==> config.mk <==
export PLATFORM = sky130hd
export DESIGN_NAME = conway_engine
export DESIGN_NICKNAME = d
export VERILOG_FILES = /design/src/rtl/conway_engine.sv
export SDC_FILE = /design/constraint.sdc
export NUM_CORES = 1
export LEC_CHECK = 0
export CELL_PAD_IN_SITES_DETAIL_PLACEMENT = 1
export CELL_PAD_IN_SITES_GLOBAL_PLACEMENT = 1
export CORE_MARGIN = 1
export CORE_UTILIZATION = 30
export DETAILED_ROUTE_END_ITERATION = 16
export GPL_TIMING_DRIVEN = 0
export PLACE_DENSITY_LB_ADDON = 0.1
export SLEW_MARGIN = 20
export SYNTH_ARGS = -nofsm -noshare
export SYNTH_HDL_FRONTEND = slang
export SYNTH_SLANG_ARGS = --single-unit
==> constraint.sdc <==
create_clock -name clk -period 6.4 [get_ports clk]
set_clock_uncertainty 0.1 [all_clocks]
set_input_delay 1.92 -clock clk [delete_from_list [all_inputs] [get_ports clk]]
set_output_delay 1.92 -clock clk [all_outputs]
set_load 0.01 [all_outputs]
==> src/rtl/conway_engine.sv <==
// conway_engine: Game-of-Life compute engine for a 2^LOG_W x 2^LOG_H board.
// Each cell takes 8 single-neighbour read cycles plus one commit cycle into a
// shadow board, which is then copied back to the visible board one cell per
// cycle. RANDOMIZE/CLEAR fill the board one cell per cycle.
module conway_engine #(
  parameter int          LOG_W        = 3,
  parameter int          LOG_H        = 3,
  parameter logic [8:0]  BIRTH_MASK   = 9'b000001000,
  parameter logic [8:0]  SURVIVE_MASK = 9'b000001100,
  parameter int          GEN_W        = 16
) (
  input  logic                   clk,
  input  logic                   reset,
  input  logic                   cmd_valid,
  input  logic [1:0]             cmd,
  input  logic                   wrap_mode,
  output logic                   cmd_ready,
  output logic                   busy,
  output logic                   done,
  input  logic                   rnd_bit,
  input  logic                   wr_en,
  input  logic [LOG_W+LOG_H-1:0] wr_addr,
  input  logic                   wr_data,
  input  logic [LOG_W+LOG_H-1:0] rd_addr,
  output logic                   rd_data,
  output logic [LOG_W+LOG_H:0]   population,
  output logic [GEN_W-1:0]       generation
);
  localparam int LOG_N = LOG_W + LOG_H;
  localparam int N     = 1 << LOG_N;
  localparam int PW    = LOG_N + 1;

  localparam logic [1:0] CMD_STEP  = 2'd0;
  localparam logic [1:0] CMD_RAND  = 2'd1;
  localparam logic [1:0] CMD_CLEAR = 2'd2;

  // Masks widened so the 4-bit count indexes them without range issues.
  localparam logic [15:0] BIRTH16   = {7'd0, BIRTH_MASK};
  localparam logic [15:0] SURVIVE16 = {7'd0, SURVIVE_MASK};

  typedef enum logic [2:0] {
    S_IDLE, S_FILL, S_NEIGH, S_COMMIT, S_COPY, S_DONE
  } state_t;

  state_t             r_state, w_state_nxt;
  logic [N-1:0]       r_cur;
  logic [N-1:0]       r_next;
  logic [LOG_N-1:0]   r_idx;
  logic [2:0]         r_nb;
  logic [3:0]         r_cnt;
  logic [PW-1:0]      r_pop;
  logic [GEN_W-1:0]   r_gen;
  logic [1:0]         r_cmd;
  logic               r_wrap;

  logic               w_accept;
  logic               w_idx_last;
  logic [1:0]         w_dx, w_dy;   // 0:-1, 1:0, 2:+1
  logic [LOG_W-1:0]   w_x, w_nx;
  logic [LOG_H-1:0]   w_y, w_ny;
  logic               w_off;
  logic               w_nval;
  logic               w_fill_bit;
  logic               w_new;
  logic               w_load_bit;

  assign w_accept   = cmd_valid & cmd_ready;
  assign w_idx_last = (r_idx == {LOG_N{1'b1}});
  assign w_x        = r_idx[LOG_W-1:0];
  assign w_y        = r_idx[LOG_N-1:LOG_W];
  assign w_fill_bit = (r_cmd == CMD_RAND) & rnd_bit;
  assign w_new      = r_cur[r_idx] ? SURVIVE16[r_cnt] : BIRTH16[r_cnt];
  assign w_load_bit = (r_state == S_COPY) ? r_next[r_idx] : w_fill_bit;

  assign rd_data    = r_cur[rd_addr];
  assign population = r_pop;
  assign generation = r_gen;

  // Neighbour offset for the current scan slot.
  always_comb begin
    w_dx = 2'd1;
    w_dy = 2'd1;
    case (r_nb)
      3'd0: begin w_dx = 2'd0; w_dy = 2'd2; end
      3'd1: begin w_dx = 2'd1; w_dy = 2'd2; end
      3'd2: begin w_dx = 2'd2; w_dy = 2'd2; end
      3'd3: begin w_dx = 2'd0; w_dy = 2'd1; end
      3'd4: begin w_dx = 2'd2; w_dy = 2'd1; end
      3'd5: begin w_dx = 2'd0; w_dy = 2'd0; end
      3'd6: begin w_dx = 2'd1; w_dy = 2'd0; end
      default: begin w_dx = 2'd2; w_dy = 2'd0; end
    endcase
  end

  // Neighbour address wraps naturally; off-board flag masks it in dead-edge mode.
  always_comb begin
    w_nx  = (w_dx == 2'd0) ? w_x - LOG_W'(1) : (w_dx == 2'd2) ? w_x + LOG_W'(1) : w_x;
    w_ny  = (w_dy == 2'd0) ? w_y - LOG_H'(1) : (w_dy == 2'd2) ? w_y + LOG_H'(1) : w_y;
    w_off = ((w_dx == 2'd0) && (w_x == '0)) || ((w_dx == 2'd2) && (w_x == '1)) ||
            ((w_dy == 2'd0) && (w_y == '0)) || ((w_dy == 2'd2) && (w_y == '1));
    w_nval = r_cur[{w_ny, w_nx}] & (r_wrap | ~w_off);
  end

  // State register.
  always_ff @(posedge clk) begin
    if (reset) r_state <= S_IDLE;
    else       r_state <= w_state_nxt;
  end

  // Next-state and handshake outputs.
  always_comb begin
    w_state_nxt = r_state;
    cmd_ready   = 1'b0;
    busy        = 1'b1;
    done        = 1'b0;
    case (r_state)
      S_IDLE, S_DONE: begin
        cmd_ready = 1'b1;
        busy      = 1'b0;
        done      = (r_state == S_DONE);
        if (cmd_valid) begin
          case (cmd)
            CMD_STEP:            w_state_nxt = S_NEIGH;
            CMD_RAND, CMD_CLEAR: w_state_nxt = S_FILL;
            default:             w_state_nxt = S_DONE;
          endcase
        end else begin
          w_state_nxt = S_IDLE;
        end
      end
      S_FILL:   if (w_idx_last) w_state_nxt = S_DONE;
      S_NEIGH:  if (r_nb == 3'd7) w_state_nxt = S_COMMIT;
      S_COMMIT: w_state_nxt = w_idx_last ? S_COPY : S_NEIGH;
      S_COPY:   if (w_idx_last) w_state_nxt = S_DONE;
      default:  w_state_nxt = S_IDLE;
    endcase
  end

  // Board storage: host writes when ready, fill/commit/copy while busy.
  always_ff @(posedge clk) begin
    if (!reset) begin
      case (r_state)
        S_IDLE, S_DONE: if (wr_en) r_cur[wr_addr] <= wr_data;
        S_FILL:         r_cur[r_idx]  <= w_fill_bit;
        S_COMMIT:       r_next[r_idx] <= w_new;
        S_COPY:         r_cur[r_idx]  <= r_next[r_idx];
        default: ;
      endcase
    end
  end

  // Scan counters, population and generation bookkeeping.
  always_ff @(posedge clk) begin
    if (reset) begin
      r_idx  <= '0;
      r_nb   <= '0;
      r_cnt  <= '0;
      r_pop  <= '0;
      r_gen  <= '0;
      r_cmd  <= 2'd3;
      r_wrap <= 1'b0;
    end else begin
      case (r_state)
        S_IDLE, S_DONE: begin
          if ((r_state == S_DONE) && (r_cmd == CMD_STEP)) r_gen <= r_gen + GEN_W'(1);
          if (wr_en) begin
            if (wr_data && !r_cur[wr_addr])      r_pop <= r_pop + PW'(1);
            else if (!wr_data && r_cur[wr_addr]) r_pop <= r_pop - PW'(1);
          end
          if (w_accept) begin
            r_cmd  <= cmd;
            r_wrap <= wrap_mode;
            r_idx  <= '0;
            r_nb   <= '0;
            r_cnt  <= '0;
          end
        end
        S_FILL, S_COPY: begin
          // Recount from scratch as cells are rewritten in address order.
          r_pop <= ((r_idx == '0) ? '0 : r_pop) + {{LOG_N{1'b0}}, w_load_bit};
          r_idx <= r_idx + LOG_N'(1);
          if (r_state == S_FILL) r_gen <= '0;
        end
        S_NEIGH: begin
          r_cnt <= r_cnt + {3'b000, w_nval};
          r_nb  <= r_nb + 3'd1;
        end
        S_COMMIT: begin
          r_cnt <= '0;
          r_idx <= r_idx + LOG_N'(1);
        end
        default: ;
      endcase
    end
  end

endmodule

; Word-level counts from Yosys, hierarchy flattened
; Memory sizes are Yosys's and may differ from the RTL's. A register that Yosys moved wholly into a read port is not among the register bits.
; Index checks and enable logic that the tools add are counted.
[classes]
order_cmp = 7
multipliers = 0
n_shift = 0
n_div = 0
n_eq_ne = 27
addsub = 11
reduce_logical = 45
bitwise_logic = 6
mux = 57
[op_table]
columns = cell, n
row1 = bitwise mux 64 bit, 4
row2 = case mux 64 bit (3 select lines), 1
row3 = 2-to-1 mux 64 bit, 1
row4 = 2-to-1 mux 16 bit, 2
row5 = case mux 16 bit (2 select lines), 1
row6 = binary-select mux 1 bit (select 6 bit), 5
row7 = less-than comparator 6 x 7 -> 1 bit (second input constant), 4
row8 = 2-to-1 mux 7 bit, 4
row9 = 2-to-1 mux 3 bit, 9
row10 = == test 3 bit (second input constant), 8
row11 = 2-to-1 mux 4 bit, 5
row12 = adder 16 x 1 -> 16 bit (second input constant), 1
row13 = 2-to-1 mux 1 bit, 14
row14 = case mux 7 bit (2 select lines), 1
row15 = demux 1 bit (select 6 bit), 2
row16 = == test 3 x 2 -> 1 bit (second input constant), 4
row17 = greater-or-equal comparator 6 x 1 -> 1 bit (second input constant), 2
row18 = zero test 3 bit, 4
row19 = case mux 3 bit (2 select lines), 2
row20 = case mux 3 bit (4 select lines), 1
row21 = case mux 4 bit (3 select lines), 1
row22 = case mux 6 bit (2 select lines), 1
row23 = AND reduction 2 bit, 6
row24 = OR reduction 2 bit, 5
row25 = other kinds (29), 65
[totals]
regBits = 170
out_inout_bits = 27
latchBits = 0
romBits = 32
ram_bits = 0
n_memories = 2
[memory_table]
columns = name, words, word_bits, rd, rd_clocked_by_memory_dff, write_ports, line
row1 = (name not given), 16, 1, 1, 1, 0, 72  ; assign w_new = r_cur[r_idx] ? SURVIVE16[r_cnt] : BIRTH16[r_cnt];
row2 = (name not given), 16, 1, 1, 1, 0, 72

; Longest topological paths before layout
[depth]
ltp_word = 15
depth_mapped = 20
mapped_depth_nobuf = 17

; Worst setup path after synthesis
; Ideal clock, no wire load.
[synth_timing]
path_kind = input -> output
from = input port rd_addr[0]
to = output port rd_data
path_stages = 5
t_arrival_ps = 4105
setup_slack_ps = 275
path_cell_list = clkbuf_1 -> buf_2 -> mux4_2 -> mux4_2 -> mux4_2
[synth_between]
elab_chain_len = 2
[synth_lines]
columns = element, line
row1 = start: declaration, 24  ; input logic [LOG_W+LOG_H-1:0] rd_addr,
row2 = binary-select mux 1 bit (select 6 bit), 75  ; assign rd_data = r_cur[rd_addr];
row3 = 2-to-1 mux 1 bit (not written as such), 75
row4 = end: declaration, 25  ; output logic rd_data,
; Every way passes these cells. The select of a mux whose other input is x is not followed.

; Worst setup path after layout
; Ends and elaborated chain as after synthesis.

==> reports/qor.csv <==
metric,value,unit
outcome,completed,
fill count,4392,
core area,37930,um^2
DR vias,11240,
CP Capture Type,output pin,
"flops & latches, synth",172,
fin crit period,6208,ps
sw power,0.9395,mW
LEAKAGE,4.426,nW
CTS tree,yes,
row count,71,
buffers added on ports,42,
Synth Net Count,1318,
GP Congestion,0.9339,
"Core Util, Final",35.28,%
crit-path cells,clkbuf_4 > buf_8 > mux4_2 > mux4_2 > mux4_2 > dlygate4sd2_1,
initial antenna violation count,0,
Clk network pwr share,37.3,%
vias per inst,6.047,
Syn. warnings,0,
Skew-Pair Late Insertion Delay,460,ps
buffers plus inverters on the worst setup path,3,
Worst setup SP type,primary input,
part of the cycle the worst path needs,97.00,%
Synth area leaders,"edfxtp_1 (33%), dfxtp_1 (7.5%), nor2_1 (5.9%), mux4_2 (5.6%), o221ai_1 (4.9%)",
share of the synthesized area in the top cell type,32.94,%
Worst EP required,4380,ps
"Largest delay share family, worst path",multiplexers,
Netlist Area Pre-Place,11670,um^2
Critical Path Source,rd_addr[0],
Max Transition Viols Final,0,
worst ir drop on vdd,0.1301,mV
CTS root buf,clkbuf_16,
HPWL Detailed,37000,um
"area leader, netlist",edfxtp_1,
Final Setup Violations,0,
WL/cell,27.76,um
Remaining DRCs,0,
Mean Syn Cell Area,9.182,um^2
hold buffers post-CTS,0,
"most common cell after layout, fill and taps aside",nor2_1,
share of layout cells above drive strength 1,8.834,%
setup tns final,0,ps
crit path max fanout,10,
CP most frequent cell,mux4_2,
"FFs w/ async S/R, synth",0,%
gr ovfl total,0,
Cells after Synth,1271,
Least-Margin Pin Slew,1147,ps
Initial Util,30.76,%
Worst Hold Launch,population[6],
antenna violation net count after detailed routing,0,
sequential power share,42.8,%
H-tree depth,4,
Inserted Clock Buffers,17,
"Seq/Total Area, Yosys",40.48,%
f_max,161.1,MHz
first-pass iteration count of the detailed router,8,
global-route wire length before repair,75930,um
"Distinct cells, synth",73,
Pwr Density,221.7,nW/um^2
maxcap violations,0,
HP Class,reg -> reg,
max incr delay on CP,540,ps
WL final,51570,um
"Slowest-stage cell, CP",mux4_2,
Combinational Power Share,19.9,%
fin nets,1381,
final hold vios,0,
DR iter-0 viols,1102,
die area,39690,um^2
number of synthesized flops with an enable pin,128,
clock sinks,172,
IO Count,48,
ANT cells,0,
Die H,199.2,um
switching share of total power,31.67,%
pre-CTS WS,-613.0,ps
vias in the first global route,11300,
Setup WS post-layout,191.8,ps
GRT Util Overall,26.42,%
Internal,2.027,mW
clock-pin slew on the worst setup and hold paths,70,ps
Crit Path Class,in -> out,
largest net degree at the start of global routing,65,
maximum clock path buffer count,2,
synth-to-layout area growth,14.69,%
overall die width,199.2,um
R2R Path Start,r_idx[1],
RSZ-0062 raised after global routing,false,
Max-slew headroom,22.96,%
"commonest non-fill, non-tap cells in the layout","nor2_1 (184), nand2_1 (139), edfxtp_1 (128)",
ys flop type,edfxtp_1,
CP Data Arrival Time,4190,ps
## cell type report
cell class,instances,area (um^2),area share [%]
inverter,15,56.30,0.4207
buffer,105,461.7,3.450
sequential,172,4725,35.30
clock inverter,14,158.9,1.187
clock buffer,18,429.2,3.207
multi-input combinational,979,6480,48.42
timing repair buffer,44,434.2,3.244
tap,511,639.4,4.777
## cell usage after synthesis, types with 3 or more instances
| master | n |
|---|---|
| a22o_1 | 7 |
| and3b_1 | 3 |
| and3_1 | 19 |
| or2_2 | 7 |
| mux4_1 | 4 |
| dfxtp_1 | 44 |
| a21oi_1 | 93 |
| mux4_2 | 29 |
| a221oi_1 | 11 |
| nand3b_1 | 4 |
| nand3_1 | 94 |
| mux2_2 | 5 |
| or3_1 | 6 |
| nand2_1 | 139 |
| nand4_1 | 17 |
| a21o_1 | 3 |
| o21bai_1 | 6 |
| xor2_1 | 18 |
| buf_2 | 16 |
| nor3_1 | 18 |
| inv_1 | 15 |
| ha_1 | 25 |
| o21ai_0 | 23 |
| nor2b_1 | 9 |
| and2_1 | 11 |
| edfxtp_1 | 128 |
| nor3b_1 | 8 |
| buf_1 | 8 |
| o221ai_1 | 65 |
| a22oi_1 | 66 |
| mux2i_1 | 24 |
| clkbuf_1 | 77 |
| nor2_1 | 184 |
| a222oi_1 | 3 |
| xnor2_1 | 12 |
| nand2b_1 | 5 |
| a31oi_1 | 11 |
| a211oi_1 | 9 |
## kinds of logic (layout without fill, tap and decap cells)
logic type | count (synthesis) | after routing | share of synthesized area (%)
flip-flops | 172 | 172 | 40.48
multiplexers | 64 | 64 | 9.381
AO/OA/AOI/OAI | 325 | 325 | 19.86
AND/OR/NAND/NOR | 534 | 534 | 20.90
XOR/XNOR | 30 | 30 | 2.252
buffers and inverters | 120 | 196 | 4.278
adder cells (fa/ha/maj) | 26 | 26 | 2.852
## metal layers
metal,wire [um],global-route usage [%]
met1,23080,36.07
met2,22900,40.99
met3,4217,5.992
met4,1376,8.775
met5,0,0
## repair_timing
| item | in CTS | in global routing |
|---|---|---|
| gates resized for setup | 8 | 6 |
| setup endpoints to repair | 1 | 1 |
| pin swaps | 0 | 0 |
| setup buffers | 0 | 0 |
## flip-flops by register name (all words and copies together) (netlist names), named ones only
| name | cells |
|---|---|
| r_cmd | 2 |
| r_next | 64 |
| r_cur | 64 |
| r_wrap | 1 |
| r_idx | 6 |
| generation | 16 |
| r_cnt | 4 |
| population | 7 |
| r_state | 3 |
| r_nb | 3 |
## worst paths after layout
check	slack [ps]	cells past startpoint	to
hold / removal	390	1	population[6]
setup reg to reg	1380	18	flop
setup / recovery	190	6	rd_data
hold reg to reg	390	1	population[6]
## power by group through the flow
stage	logic, mW	clock network, mW	registers, mW
global route	0.638	1.16	1.27
global placement	0.577	0	1.29
detailed placement	0.582	0	1.29
finish	0.591	1.11	1.27
floorplan	0.384	0	1.27
CTS	0.586	1.12	1.26
## stage by stage
step	hold slack, ps	instance area (um^2)	power (mW)	instances
floorplan	331.6	11670	1.655	1271
global placement	373.6	12730	1.868	1824
detailed placement	376.3	12770	1.872	1826
CTS	388.9	13380	2.972	1858
global route	405.5	13380	3.067	1858
finish	388.0	13380	2.967	1858
## worst register-to-register path: stages, from the launching register on
cell and delay [ps]:
dfxtp_1 320, buf_2 210, inv_1 260, clkbuf_1 490
ha_1 290, inv_1 70, or3_4 380, a31oi_4 380
mux4_1 640, nand2_1 100, a21oi_1 70, a22o_1 280
o221a_1 260, ha_1 210, ha_1 270, a22oi_1 150
nor2_1 70, and3_1 210, nor2b_1 130
Note: power is estimated with default switching activity, not from simulation.
